**src/rtl/dac_addr_gen.sv**
```systemverilog
// Playback address generator for the DAC sample BRAM: walks start..end in loop or one-shot mode.
// Optional decimation is compiled in with `define ADDR_GEN_DECIM_EN.
module dac_addr_gen #(
  parameter int ADDR_W  = 14,
  parameter int DECIM_W = 8
) (
  input  logic              clk,
  input  logic              rst,
  input  logic              we,
  input  logic              en,
  input  logic              mode,
  input  logic [ADDR_W-1:0] start_addr,
  input  logic [ADDR_W-1:0] end_addr,
  input  logic [DECIM_W-1:0] decim,
  input  logic              ready,
  output logic [ADDR_W-1:0] addr,
  output logic              addr_valid,
  output logic              wrap,
  output logic              busy,
  output logic              done
);

  typedef enum logic [1:0] {S_IDLE, S_LOAD, S_RUN, S_DONE} state_t;

  state_t            state_q, state_d;
  logic [ADDR_W-1:0] addr_q, addr_d;
  logic [ADDR_W-1:0] start_q, start_d;
  logic [ADDR_W-1:0] end_q, end_d;
  logic              mode_q, mode_d;
  logic              wrap_q, wrap_d;
  logic              tick;
  logic              xfer;
  logic [ADDR_W-1:0] clamp_end;

  // An inverted window collapses to the single address start_addr.
  assign clamp_end = (end_addr < start_addr) ? start_addr : end_addr;
  assign xfer      = (state_q == S_RUN) && ready && tick;

`ifdef ADDR_GEN_DECIM_EN
  logic [DECIM_W-1:0] cnt_q, cnt_d;

  assign tick = (cnt_q == decim);

  always_comb begin
    cnt_d = cnt_q;
    if (we || !en || state_q == S_LOAD)
      cnt_d = '0;
    else if (state_q == S_RUN && ready)
      cnt_d = tick ? '0 : cnt_q + DECIM_W'(1);
  end

  always_ff @(posedge clk or posedge rst) begin
    if (rst) cnt_q <= '0;
    else     cnt_q <= cnt_d;
  end
`else
  logic unused_decim;
  assign unused_decim = ^decim;
  assign tick         = 1'b1;
`endif

  always_comb begin
    state_d = state_q;
    addr_d  = addr_q;
    start_d = start_q;
    end_d   = end_q;
    mode_d  = mode_q;
    wrap_d  = 1'b0;
    if (we || !en) begin
      state_d = S_IDLE;
      addr_d  = '0;
    end else begin
      unique case (state_q)
        S_IDLE: state_d = S_LOAD;
        S_LOAD: begin
          start_d = start_addr;
          end_d   = clamp_end;
          mode_d  = mode;
          addr_d  = start_addr;
          state_d = S_RUN;
        end
        S_RUN: begin
          if (xfer) begin
            if (addr_q != end_q) begin
              addr_d = addr_q + ADDR_W'(1);
            end else if (!mode_q) begin
              // Window inputs are only sampled here and at LOAD, so a mid-pass update is glitch-free.
              start_d = start_addr;
              end_d   = clamp_end;
              addr_d  = start_addr;
              wrap_d  = 1'b1;
            end else begin
              state_d = S_DONE;
            end
          end
        end
        S_DONE: state_d = S_DONE;
        default: state_d = S_IDLE;
      endcase
    end
  end

  always_ff @(posedge clk or posedge rst) begin
    if (rst) begin
      state_q <= S_IDLE;
      addr_q  <= '0;
      start_q <= '0;
      end_q   <= '0;
      mode_q  <= 1'b0;
      wrap_q  <= 1'b0;
    end else begin
      state_q <= state_d;
      addr_q  <= addr_d;
      start_q <= start_d;
      end_q   <= end_d;
      mode_q  <= mode_d;
      wrap_q  <= wrap_d;
    end
  end

  assign addr       = addr_q;
  assign addr_valid = (state_q == S_RUN);
  assign busy       = (state_q == S_LOAD) || (state_q == S_RUN);
  assign done       = (state_q == S_DONE);
  assign wrap       = wrap_q;

endmodule
```
**config.mk**
```make
export PLATFORM = sky130hd
export DESIGN_NAME = dac_addr_gen
export DESIGN_NICKNAME = d
export VERILOG_FILES = /design/src/rtl/dac_addr_gen.sv
export SDC_FILE = /design/constraint.sdc
export NUM_CORES = 1
export LEC_CHECK = 0
export CORE_ASPECT_RATIO = 2
export CORE_MARGIN = 2
export CORE_UTILIZATION = 35
export DETAILED_ROUTE_END_ITERATION = 8
export PLACE_DENSITY_LB_ADDON = 0.08
export SLEW_MARGIN = 20
export SYNTH_ARGS = -nofsm -noshare
export SYNTH_HDL_FRONTEND = slang
export SYNTH_SLANG_ARGS = --single-unit
```
**constraint.sdc**
```tcl
create_clock -name clk -period 5.6 [get_ports clk]
set_input_delay 0.84 -clock clk [delete_from_list [all_inputs] [get_ports clk]]
set_output_delay 0.84 -clock clk [all_outputs]
set_load 0.02 [all_outputs]
```
Word level (Yosys, flattened, before mapping)
Index checks and enable logic that the tools add are counted.
{"block": "op_classes", "add_sub_neg": 1, "order_cmp": 1, "eq_ne": 11, "muxes": 20, "n_bitwise": 1, "reduce_logical": 11}
{"operator": "2-to-1 mux 14 bit", "n": 8}
{"operator": "one-hot mux 14 bit (2 select lines)", "n": 2}
{"operator": "adder 14 x 1 -> 14 bit (second input constant)", "n": 1}
{"operator": "less-than comparator 14 bit", "n": 1}
{"operator": "inequality test 14 bit", "n": 1}
{"operator": "2-to-1 mux 2 bit", "n": 4}
{"operator": "one-hot mux 2 bit (4 select lines)", "n": 1}
{"operator": "inequality test 3 x 1 -> 1 bit (second input constant)", "n": 2}
{"operator": "AND reduction 3 bit", "n": 2}
{"operator": "2-to-1 mux 1 bit", "n": 5}
{"operator": "AND reduction 5 bit", "n": 1}
{"operator": "== test 2 bit (second input constant)", "n": 2}
{"operator": "inequality test 2 bit (second input constant)", "n": 2}
{"operator": "inequality test 4 x 2 -> 1 bit (second input constant)", "n": 1}
{"operator": "inequality test 3 bit (second input constant)", "n": 1}
{"operator": "nonzero test 3 bit", "n": 1}
{"operator": "== test 2 x 1 -> 1 bit (second input constant)", "n": 1}
{"operator": "logical NOT 2 bit", "n": 1}
{"operator": "logical OR 1 bit", "n": 2}
{"operator": "inequality test 2 x 1 -> 1 bit (second input constant)", "n": 1}
{"operator": "AND reduction 2 bit", "n": 1}
{"operator": "nonzero test 2 bit", "n": 1}
{"operator": "logical AND 1 bit", "n": 1}
{"operator": "logical NOT 1 bit", "n": 1}
{"operator": "NOT 1 bit", "n": 1}
{"block": "totals", "reg_bits": 32, "input_bits": 42, "output_inout_bits": 18, "wordCells": 50}

Longest topological paths before layout
Gate-level depths: netlist of run 1.
{"block": "logic_depth", "depth_word": 6, "ltp_mapped": 9, "ltp_nobuf": 8}

Worst setup path after synthesis of run 1
Ideal clock, no wire load.
{"block": "synth_timing", "path_kind": "input-to-reg", "startpoint": "input start_addr[2]", "endpoint": "register end_q[0]", "setup_ps": 125, "arrival_time_ps": 2678, "t_required_ps": 5475, "path_slack_ps": 2797, "path_stages": 9, "path_buffers": 1, "cell_sequence": "inv_1 ha_1 nand2_1 o21ai_0 a221oi_1 o21ai_1 clkbuf_1 mux2_2 mux2_4"}
{"block": "synth_between", "elab_chain_cells": 6}
{"item": "start: declaration", "line": "12", "rtl": "input logic [ADDR_W-1:0] start_addr,"}
{"item": "less-than comparator 14 bit *", "line": "36", "rtl": "assign clamp_end = (end_addr < start_addr) ? start_addr : end_addr;"}
{"item": "2-to-1 mux 14 bit *", "line": "36"}
{"item": "2-to-1 mux 14 bit", "line": "86", "rtl": "end else if (!mode_q) begin"}
{"item": "2-to-1 mux 14 bit", "line": "84", "rtl": "if (addr_q != end_q) begin"}
{"item": "2-to-1 mux 14 bit", "line": "83", "rtl": "if (xfer) begin"}
{"item": "one-hot mux 14 bit (2 select lines) *", "line": "73", "rtl": "unique case (state_q)"}
{"item": "end signal: assignment", "line": "115", "rtl": "end_q <= end_d;"}
{"item": "end: declaration", "line": "28", "rtl": "logic [ADDR_W-1:0] end_q, end_d;"}
Mark *: on every way between the ends. The rest lies on a longest branch, timed or not. The select of a mux whose other input is x is not followed.
A chain may end at the register's enable or synchronous reset.

Worst setup path in the final report of run 1
{"block": "layout_timing", "startpoint": "input start_addr[2]", "endpoint": "register end_q[2]"}
{"block": "layout_between", "elab_chain_cells": 6}
{"item": "less-than comparator 14 bit", "line": "36"}
{"item": "2-to-1 mux 14 bit *", "line": "36"}
{"item": "2-to-1 mux 14 bit", "line": "86"}
{"item": "2-to-1 mux 14 bit", "line": "84"}
{"item": "2-to-1 mux 14 bit", "line": "83"}
{"item": "one-hot mux 14 bit (2 select lines) *", "line": "73"}
Marked as above.

==> metrics, run 1 <==
maximum clock skew at final layout=0.005552 ns; buffers added on ports=~50; placed wire-length estimate after detailed placement=approximately 5000 um; sequential cell area fraction in the yosys report=33.47%; mean instance size in the synthesized netlist=9.456 sq um; maximum number of pins on one net before global-route repair=33; wire length after detailed routing=between 6000 and 7000 um; final weighted congestion in routability-driven placement=0.7683; maximum buffer depth of the clock tree=2; yosys warns=0; Critical Setup Path Class=primary input to flop; leakage dissipation=between 1 and 1.5 nW; Power Total=roughly 0.84 mW; Yosys top cell area share=between 30 and 40%; class of the tightest hold or removal check=flop to flop; Die Footprint=approximately 0.0076 sq mm; max_slew headroom=a little over two fifths; max frequency=around 290 MHz; CTS tree=built; wire length of the first global-routing pass=about 11000 um; area taken by multi-input logic gates=0.001485 sq mm; Syn Inst Count=253; buffers inserted during post-CTS setup optimization=0; area used by sequential logic in the layout=between 800 and 900 sq um; result of the run=completed; clock latency at the later pin of the worst-skew pair=around 0.28 ns; Congestion Overflow GR=0; top cells by area in the synthesized netlist=sky130_fd_sc_hd__dfrtp_1, sky130_fd_sc_hd__ha_1, sky130_fd_sc_hd__mux2_2, sky130_fd_sc_hd__mux2_4, sky130_fd_sc_hd__xnor2_1; Worst Path Arrival=between 3 and 4 ns; All-Layer GR Usage=18.17%; initial cell density of the core=a little over a third; beginning of the worst register-to-register path=addr[5]$_DFFE_PP0P_; average wire length per cell after detail routing=16.30 um; shortest clock period the worst path allows after layout=between 3 and 4 ns; summed negative setup slack over all endpoints=0 ns; number of buffers created by CTS=5; leading register cell type out of synthesis=sky130_fd_sc_hd__dfrtp_1; fraction of layout cells with a size suffix above 1=15.69%; final net count=approximately 370; Worst Tran Pin Value=around 0.84 ns; worst-path maximum fanout=8; syn nets=314; count of fill cells added during filler insertion=between 600 and 700; Clk pin slew, worst setup/hold paths=~0.05 ns; total DRC errors in the routed layout=0; origin of the worst setup path=start_addr[2]; hold_buf cts=0; max capacitance violation total=0; number of DRC violations after detailed-routing iteration 0=53; cell types with the highest counts after synthesis=sky130_fd_sc_hd__dfrtp_1, sky130_fd_sc_hd__nand2_1, sky130_fd_sc_hd__a21oi_1, sky130_fd_sc_hd__ha_1, sky130_fd_sc_hd__mux2_2; I/O pin cnt=60; RSZ-0062 raised after global routing=false; worst IR drop on VDD=0.1560 mV; via density per instance=5.208; Root Driver=sky130_fd_sc_hd__clkbuf_16; share of the core filled with cells=47.68%; origin of the worst min-delay path=end_q[7]$_DFFE_PP0P_; kind of start point of the critical path=primary input; required arrival time at the worst endpoint=roughly 5.8 ns; Setup-failing EPs final=0; total number of vias=2052; cell taking the most area after synthesis=sky130_fd_sc_hd__dfrtp_1; fin worst setup slack=approximately 2.1 ns; DIE HEIGHT=between 100 and 150 um; distinct cell type count after synthesis=39; number of global-route vias before repair=slightly above 2000; Cell Rows=42; count of instances resized after the clock tree is built=0; number of search-and-repair iterations in the first detailed-routing pass=4; number of storage elements in the synthesis netlist=32; share of flip-flops with an asynchronous set or reset after synthesis=between 90% and 100%; Placement Setup Slack=1.768 ns; most frequent cell after synthesis=sky130_fd_sc_hd__dfrtp_1; worst hold slack across all endpoints=between 0.5 and 0.6 ns; final antenna-violating net count=0; final number of hold-violating endpoints=0; Core Area=between 0.006 and 0.007 sq mm; number of antenna violations at the first check in global routing=0; number of H-tree levels=2; overall die width=around 62 um; Area growth syn-to-layout=31.96%; final count of pins violating max slew=0; power per cell area=around 270 mW/mm^2; antenna diode count=0; category of the worst setup path capture point=flop; final cycle utilization of the critical path=roughly three fifths; Post-synth EDFFs=0; Synth Cell Area=between 0.002 and 0.0025 sq mm; number of clock sinks=32
==> path summary, 6_finish.rpt <==
path,endpoint,slack [ns],depth (start not counted)
min in group asynchronous,end_q[7]$_DFFE_PP0P_,0.95,3
worst min-delay path,end_q[7]$_DFFE_PP0P_,0.53,1
worst min register to register,end_q[7]$_DFFE_PP0P_,0.53,1
worst max-delay path,end_q[2]$_DFFE_PP0P_,2.14,10
worst max register to register,end_q[6]$_DFFE_PP0P_,2.79,6
max in group asynchronous,addr[12]$_DFFE_PP0P_,4.31,3
==> registers in the layout, summed over array words and instances (netlist names) <==
register  flops
addr         14
mode_q        1
state_q       2
end_q        14
wrap          1
==> cell usage in the layout, fill, tap and decap left out, types with 9 or more instances in the layout <==
cell and count:
sky130_fd_sc_hd__a21oi_1 24, sky130_fd_sc_hd__xnor2_1 14, sky130_fd_sc_hd__ha_1 19, sky130_fd_sc_hd__mux2_2 19, sky130_fd_sc_hd__clkdlybuf4s50_1 51, sky130_fd_sc_hd__o22ai_1 9, sky130_fd_sc_hd__inv_1 18, sky130_fd_sc_hd__dfrtp_1 32
sky130_fd_sc_hd__nand2_1 27, sky130_fd_sc_hd__nor2_1 12, sky130_fd_sc_hd__mux2_4 10
==> worst max-delay path, stage by stage <==
cell	delay, ns
sky130_fd_sc_hd__clkdlybuf4s50_1	0.51
sky130_fd_sc_hd__inv_1	0.06
sky130_fd_sc_hd__ha_1	0.29
sky130_fd_sc_hd__nand2_1	0.05
sky130_fd_sc_hd__o21ai_0	0.24
sky130_fd_sc_hd__a221oi_1	0.17
sky130_fd_sc_hd__o21ai_1	0.56
sky130_fd_sc_hd__buf_4	0.30
sky130_fd_sc_hd__mux2_2	0.35
sky130_fd_sc_hd__mux2_4	0.26
==> cells by family (layout without fill, tap and decap cells) <==
group           after synthesis  after routing  share of synthesized area, %
simple gates                 75             75                         16.16
compound gates               56             56                         14.75
flops                        32             32                         33.47
mux                          30             30                         15.64
buf+inv                      27             80                         4.916
fa+ha+maj                    19             19                         9.937
xor+xnor                     14             14                         5.126
==> report_power, final <==
group / internal (mW) / total, mW / switching, mW
sequential: 0.276 / 0.314 / 0.0380
combinational: 0.137 / 0.240 / 0.103
clock: 0.186 / 0.285 / 0.0988
==> area by class of cell <==
class,count,area share [%]
clock buffer,7,4.835
multi-input combinational,194,47.05
inverter,18,2.140
timing repair buffer,55,17.12
tap,88,3.488
sequential,32,25.37
==> metrics by stage <==
step                cells  cell area [sq um]
floorplan             253               2392
global placement      387               3004
detailed placement    387               3004
CTS                   394               3157
global route          394               3157
finish                394               3157
==> metal layers <==
| layer | up-vias | track usage, % | share of wire (%) |
|---|---|---|---|
| met3 | 6 | 2.319 | 2.3 |
| met2 | 36 | 34.74 | 57 |
| met4 | 0 | 7.917 | 1.9 |
| met1 | 998 | 19.53 | 39 |
| li1 | 1012 | - | - |
| met5 | - | 0 | 0 |
(Power assumes the default switching activity.)
==> run 2: changes to the inputs <==
==> constraint.sdc (replaced) <==
create_clock -name clk -period 3.35 [get_ports clk]
set_input_delay 0.5025 -clock clk [delete_from_list [all_inputs] [get_ports clk]]
set_output_delay 0.5025 -clock clk [all_outputs]
set_load 0.02 [all_outputs]
==> metrics, run 2 (synthesis results as in run 1) <==
result of the run=completed; All-Layer GR Usage=18.45%; final antenna-violating net count=0; max frequency=364.4 MHz; DIE HEIGHT=between 100 and 150 um; Clk pin slew, worst setup/hold paths=approximately 0.05 ns; max_slew headroom=57.23%; initial cell density of the core=between 30% and 40%; final weighted congestion in routability-driven placement=between 0.7 and 0.8; category of the worst setup path capture point=flop; maximum buffer depth of the clock tree=2; final cycle utilization of the critical path=just over 80%; total DRC errors in the routed layout=0; final number of hold-violating endpoints=0; summed negative setup slack over all endpoints=0 ns; Cell Rows=42; buffers added on ports=between 50 and 60; worst hold slack across all endpoints=approximately 0.53 ns; antenna diode count=0; power per cell area=roughly 430 mW/mm^2; number of H-tree levels=2; placed wire-length estimate after detailed placement=around 4900 um; Die Footprint=~0.0076 sq mm; final net count=about 370; kind of start point of the critical path=primary input; commonest cells after routing, fill and taps aside=sky130_fd_sc_hd__clkdlybuf4s50_1, sky130_fd_sc_hd__dfrtp_1, sky130_fd_sc_hd__nand2_1; shortest clock period the worst path allows after layout=~2.7 ns; count of instances resized after the clock tree is built=0; final count of pins violating max slew=0; Critical Setup Path Class=primary input to flop; worst-path maximum fanout=14; Worst Path Arrival=2.91 ns; Congestion Overflow GR=0; number of buffers created by CTS=5; total number of vias=2061; worst IR drop on VDD=roughly 0.24 mV; CTS tree=built; wire length of the first global-routing pass=10720 um; overall die width=about 62 um; I/O pin cnt=60; number of search-and-repair iterations in the first detailed-routing pass=4; number of global-route vias before repair=roughly 2200; number of clock sinks=32; buffers inserted during post-CTS setup optimization=0; maximum clock skew at final layout=~0.0065 ns; via density per instance=5.205; number of antenna violations at the first check in global routing=0; Worst Tran Pin Value=about 0.64 ns; commonest non-fill, non-tap cell in the layout=sky130_fd_sc_hd__clkdlybuf4s50_1; max capacitance violation total=0; maximum number of pins on one net before global-route repair=33; hold_buf cts=0; area used by sequential logic in the layout=about 800 sq um; Core Area=between 0.006 and 0.007 sq mm; Root Driver=sky130_fd_sc_hd__clkbuf_16; required arrival time at the worst endpoint=about 3.5 ns; Power Total=1.358 mW; wire length after detailed routing=between 6000 and 7000 um; fraction of layout cells with a size suffix above 1=about 16%; area taken by multi-input logic gates=approximately 0.0015 sq mm; count of fill cells added during filler insertion=around 700; average wire length per cell after detail routing=16.20 um; Area growth syn-to-layout=31.80%; clock latency at the later pin of the worst-skew pair=about 0.28 ns; leakage dissipation=between 1 and 1.5 nW; class of the tightest hold or removal check=flop to flop; RSZ-0062 raised after global routing=false; number of DRC violations after detailed-routing iteration 0=46; Setup-failing EPs final=0
run 2: changes by cell type in the layout (fill, tap and decap cells not counted), sizes merged:
cell    delta
clkbuf     -1
buf        +2
clkinv     +1
run 2: power breakdown:
group          internal (mW)  switching, mW
registers              0.461         0.0599
clock network          0.270          0.164
logic                  0.229          0.174
total                  0.960          0.398
run 2: per-stage QoR:
stage	util (%)	std cells	cell area, sq um	worst slack [ns]
2_1_floorplan	-	253	2392	0.8845
3_5_place_dp	45.60	389	3019	0.2854
4_1_cts	47.62	396	3153	0.5396
5_1_grt	47.62	396	3153	0.4292
6_report	47.62	396	3153	0.6061
3_3_place_gp	45.60	389	3019	0.2921
run 2: worst paths after layout:
kind | from | end | slack [ns] | cells past startpoint
setup / recovery | start_addr[2] | end_q[2]$_DFFE_PP0P_ | 0.61 | 10
hold / removal | end_q[12]$_DFFE_PP0P_ | end_q[12]$_DFFE_PP0P_ | 0.53 | 1
setup reg to reg | addr[5]$_DFFE_PP0P_ | end_q[4]$_DFFE_PP0P_ | 0.63 | 7
hold reg to reg | end_q[12]$_DFFE_PP0P_ | end_q[12]$_DFFE_PP0P_ | 0.53 | 1
max in group asynchronous | rst | end_q[3]$_DFFE_PP0P_ | 2.42 | 3
min in group asynchronous | rst | end_q[7]$_DFFE_PP0P_ | 0.61 | 3
run 2: critical path, cell delays in order:
cell and delay [ns]:
sky130_fd_sc_hd__clkdlybuf4s50_1 0.51, sky130_fd_sc_hd__inv_1 0.05, sky130_fd_sc_hd__ha_1 0.30, sky130_fd_sc_hd__a21oi_1 0.11
sky130_fd_sc_hd__o21ai_0 0.15, sky130_fd_sc_hd__a221oi_1 0.39, sky130_fd_sc_hd__o21ai_1 0.12, sky130_fd_sc_hd__buf_4 0.22
sky130_fd_sc_hd__mux2_2 0.29, sky130_fd_sc_hd__mux2_4 0.25
run 2: cell type report:
| cell class | instances | area share (%) |
|---|---|---|
| sequential | 32 | 25.40 |
| clock inverter | 1 | 0.1587 |
| timing repair buffer | 57 | 17.62 |
| multi-input combinational | 194 | 47.10 |
| clock buffer | 6 | 4.087 |
| tap | 88 | 3.492 |
| inverter | 18 | 2.143 |
run 2: metal layers:
metal  track usage (%)  wire length [um]
met1             18.77              2402
met2             35.89              3681
met3             3.247               210
met4             7.917               123
met5                 0                 0
==> run 3: changes to the inputs <==
==> constraint.sdc (replaced) <==
create_clock -name clk -period 2.8 [get_ports clk]
set_input_delay 0.42 -clock clk [delete_from_list [all_inputs] [get_ports clk]]
set_output_delay 0.42 -clock clk [all_outputs]
set_load 0.02 [all_outputs]
==> metrics, run 3 (synthesis results as in run 1) <==
result of the run=completed; crit-path max cell delay=slightly above 0.5 ns; number of clock sinks=32; I/O pin cnt=60; count of instances resized after the clock tree is built=0; final net count=380; uppermost routed layer=met4; fraction of layout cells with a size suffix above 1=just under 20%; total DRC errors in the routed layout=0; met1 wire length=2537 um; critical path cell sequence=clkdlybuf4s50_1 > inv_1 > ha_1 > nand2_1 > o21ai_0 > a221oi_2 > o21ai_1 > buf_4 > mux2_2 > mux2_4; wire length of the first global-routing pass=10690 um; power per cell area=518.8 mW/mm^2; placed cell count=400; worst-path maximum fanout=8; share of power burned in the clock network=about a third; number of H-tree levels=2; maximum number of pins on one net before global-route repair=33; origin of the worst min-delay path=end_q[8]$_DFFE_PP0P_; average wire length per cell after detail routing=approximately 16 um; Hold Crit Depth=1; commonest cells after routing, fill and taps aside=sky130_fd_sc_hd__clkdlybuf4s50_1, sky130_fd_sc_hd__dfrtp_1, sky130_fd_sc_hd__nand2_1; buffers inserted during post-CTS setup optimization=0; final weighted congestion in routability-driven placement=roughly 0.77; max capacitance violation total=0; number of DRC violations after detailed-routing iteration 0=65; Setup-failing EPs final=0; number of global-route vias before repair=approximately 2100; Buf/Inv on CP=3; Cell Rows=42; Power Total=1.691 mW; endpoint of the worst-slack reg-to-reg timing path=end_q[13]$_DFFE_PP0P_; proportion of power drawn by combinational gates=29.6%; Root Driver=sky130_fd_sc_hd__clkbuf_16; Worst Path Arrival=roughly 2.8 ns; leakage dissipation=1.386 nW; Core Area=0.006621 sq mm; placed wire-length estimate after detailed placement=roughly 5000 um; fin worst setup slack=0.1755 ns; antenna diode count=0; hold_buf cts=0; sequential cell fraction of total power=a little under two fifths; max_slew headroom=between 50% and 60%; CP Depth=10; Switch Pwr=between 0.4 and 0.5 mW; Congestion Overflow GR=0; required arrival time at the worst endpoint=slightly below 3 ns; met2 wire length=around 3700 um; maximum clock skew at final layout=0.006192 ns; logic depth of the worst register-to-register path=7; shortest clock period the worst path allows after layout=between 2 and 3 ns; final count of pins violating max slew=0; beginning of the worst register-to-register path=addr[4]$_DFFE_PP0P_; kind of start point of the critical path=primary input; category of the worst setup path capture point=flop; Placement Setup Slack=-0.1768 ns; Critical Setup Path Class=primary input to flop; total number of vias=between 2000 and 2500; Area growth syn-to-layout=36.30%; worst IR drop on VDD=between 0.2 and 0.3 mV; DIE HEIGHT=around 120 um; commonest non-fill, non-tap cell in the layout=sky130_fd_sc_hd__clkdlybuf4s50_1; final number of hold-violating endpoints=0; switching portion of total power=28.38%; via density per instance=5.216; All-Layer GR Usage=18.07%; wire length after detailed routing=between 6000 and 7000 um; non-filler cells, final=407; number of search-and-repair iterations in the first detailed-routing pass=4; final cycle utilization of the critical path=between 90 and 100%; number of antenna violations at the first check in global routing=0; maximum buffer depth of the clock tree=2; class of the tightest hold or removal check=flop to flop; slowest stage cell on the critical path=sky130_fd_sc_hd__clkdlybuf4s50_1; final antenna-violating net count=0; Hold EP=end_q[8]$_DFFE_PP0P_; Clk pin slew, worst setup/hold paths=0.05 ns; initial cell density of the core=a little over a third; Die Footprint=0.007553 sq mm; crit-path leading delay family=buffers and inverters; number of buffers created by CTS=5; CTS tree=built; Worst Tran Pin Value=approximately 0.64 ns; buffers added on ports=51; max frequency=381.0 MHz; detailed route wirelength on metal3=about 200 um; overall die width=62.46 um; Int Pwr=1.211 mW; slack of the worst reg-to-reg path=roughly 0.24 ns; clock latency at the later pin of the worst-skew pair=approximately 0.28 ns
## run 3: cell types whose count changed in the layout (fill, tap and decap cells not counted), sizes merged
cell / before / now
clkinv: 1 / 0
buf: 6 / 17
clkbuf: 6 / 7
## run 3: power by group through the flow
| stage | Sequential (mW) | Combinational (mW) | Clock [mW] |
|---|---|---|---|
| 2_1_floorplan | 0.620 | 0.333 | 0 |
| 3_3_place_gp | 0.632 | 0.500 | 0 |
| 3_5_place_dp | 0.634 | 0.503 | 0 |
| 4_1_cts | 0.626 | 0.506 | 0.576 |
| 5_1_grt | 0.638 | 0.546 | 0.594 |
| 6_report | 0.625 | 0.500 | 0.566 |
## run 3: final cells by class
| cell class | instances | area [sq um] |
|---|---|---|
| Multi-Input combinational cell | 194 | 1491 |
| Inverter | 18 | 67.56 |
| Clock buffer | 7 | 152.6 |
| Tap cell | 88 | 110.1 |
| Sequential cell | 32 | 800.8 |
| Timing Repair Buffer | 68 | 638.1 |
| Fill cell | 682 | 3361 |
## run 3: stage by stage
step	util (%)	hold WS, ns	TNS [ns]	instance area [sq um]
2_1_floorplan	-	0.5022	0	2392
3_5_place_dp	46.84	0.5181	-2.289	3102
5_1_grt	49.24	0.5507	-0.04930	3261
6_report	49.24	0.5317	0	3261
3_3_place_gp	46.84	0.5153	-2.081	3102
4_1_cts	49.15	0.5355	0	3254
## run 3: per-layer routing
metal  track usage [%]  vias to the layer above
met1             20.15                     1019
met3             2.134                       11
li1                  -                     1038
met2             34.61                       55
met5                 0                        -
met4             6.250                        0
## run 3: worst max-delay path by stage
| stage | start | to | slack, ns |
|---|---|---|---|
| 6_report | start_addr[2] | end_q[4]$_DFFE_PP0P_ | 0.18 |
| 5_1_grt | start_addr[2] | end_q[4]$_DFFE_PP0P_ | -0.02 |
| 4_1_cts | start_addr[2] | end_q[4]$_DFFE_PP0P_ | 0.10 |
| 3_5_place_dp | start_addr[2] | end_q[4]$_DFFE_PP0P_ | -0.18 |
| 3_3_place_gp | start_addr[2] | end_q[0]$_DFFE_PP0P_ | -0.16 |
| 2_1_floorplan | start_addr[2] | end_q[0]$_DFFE_PP0P_ | 0.42 |
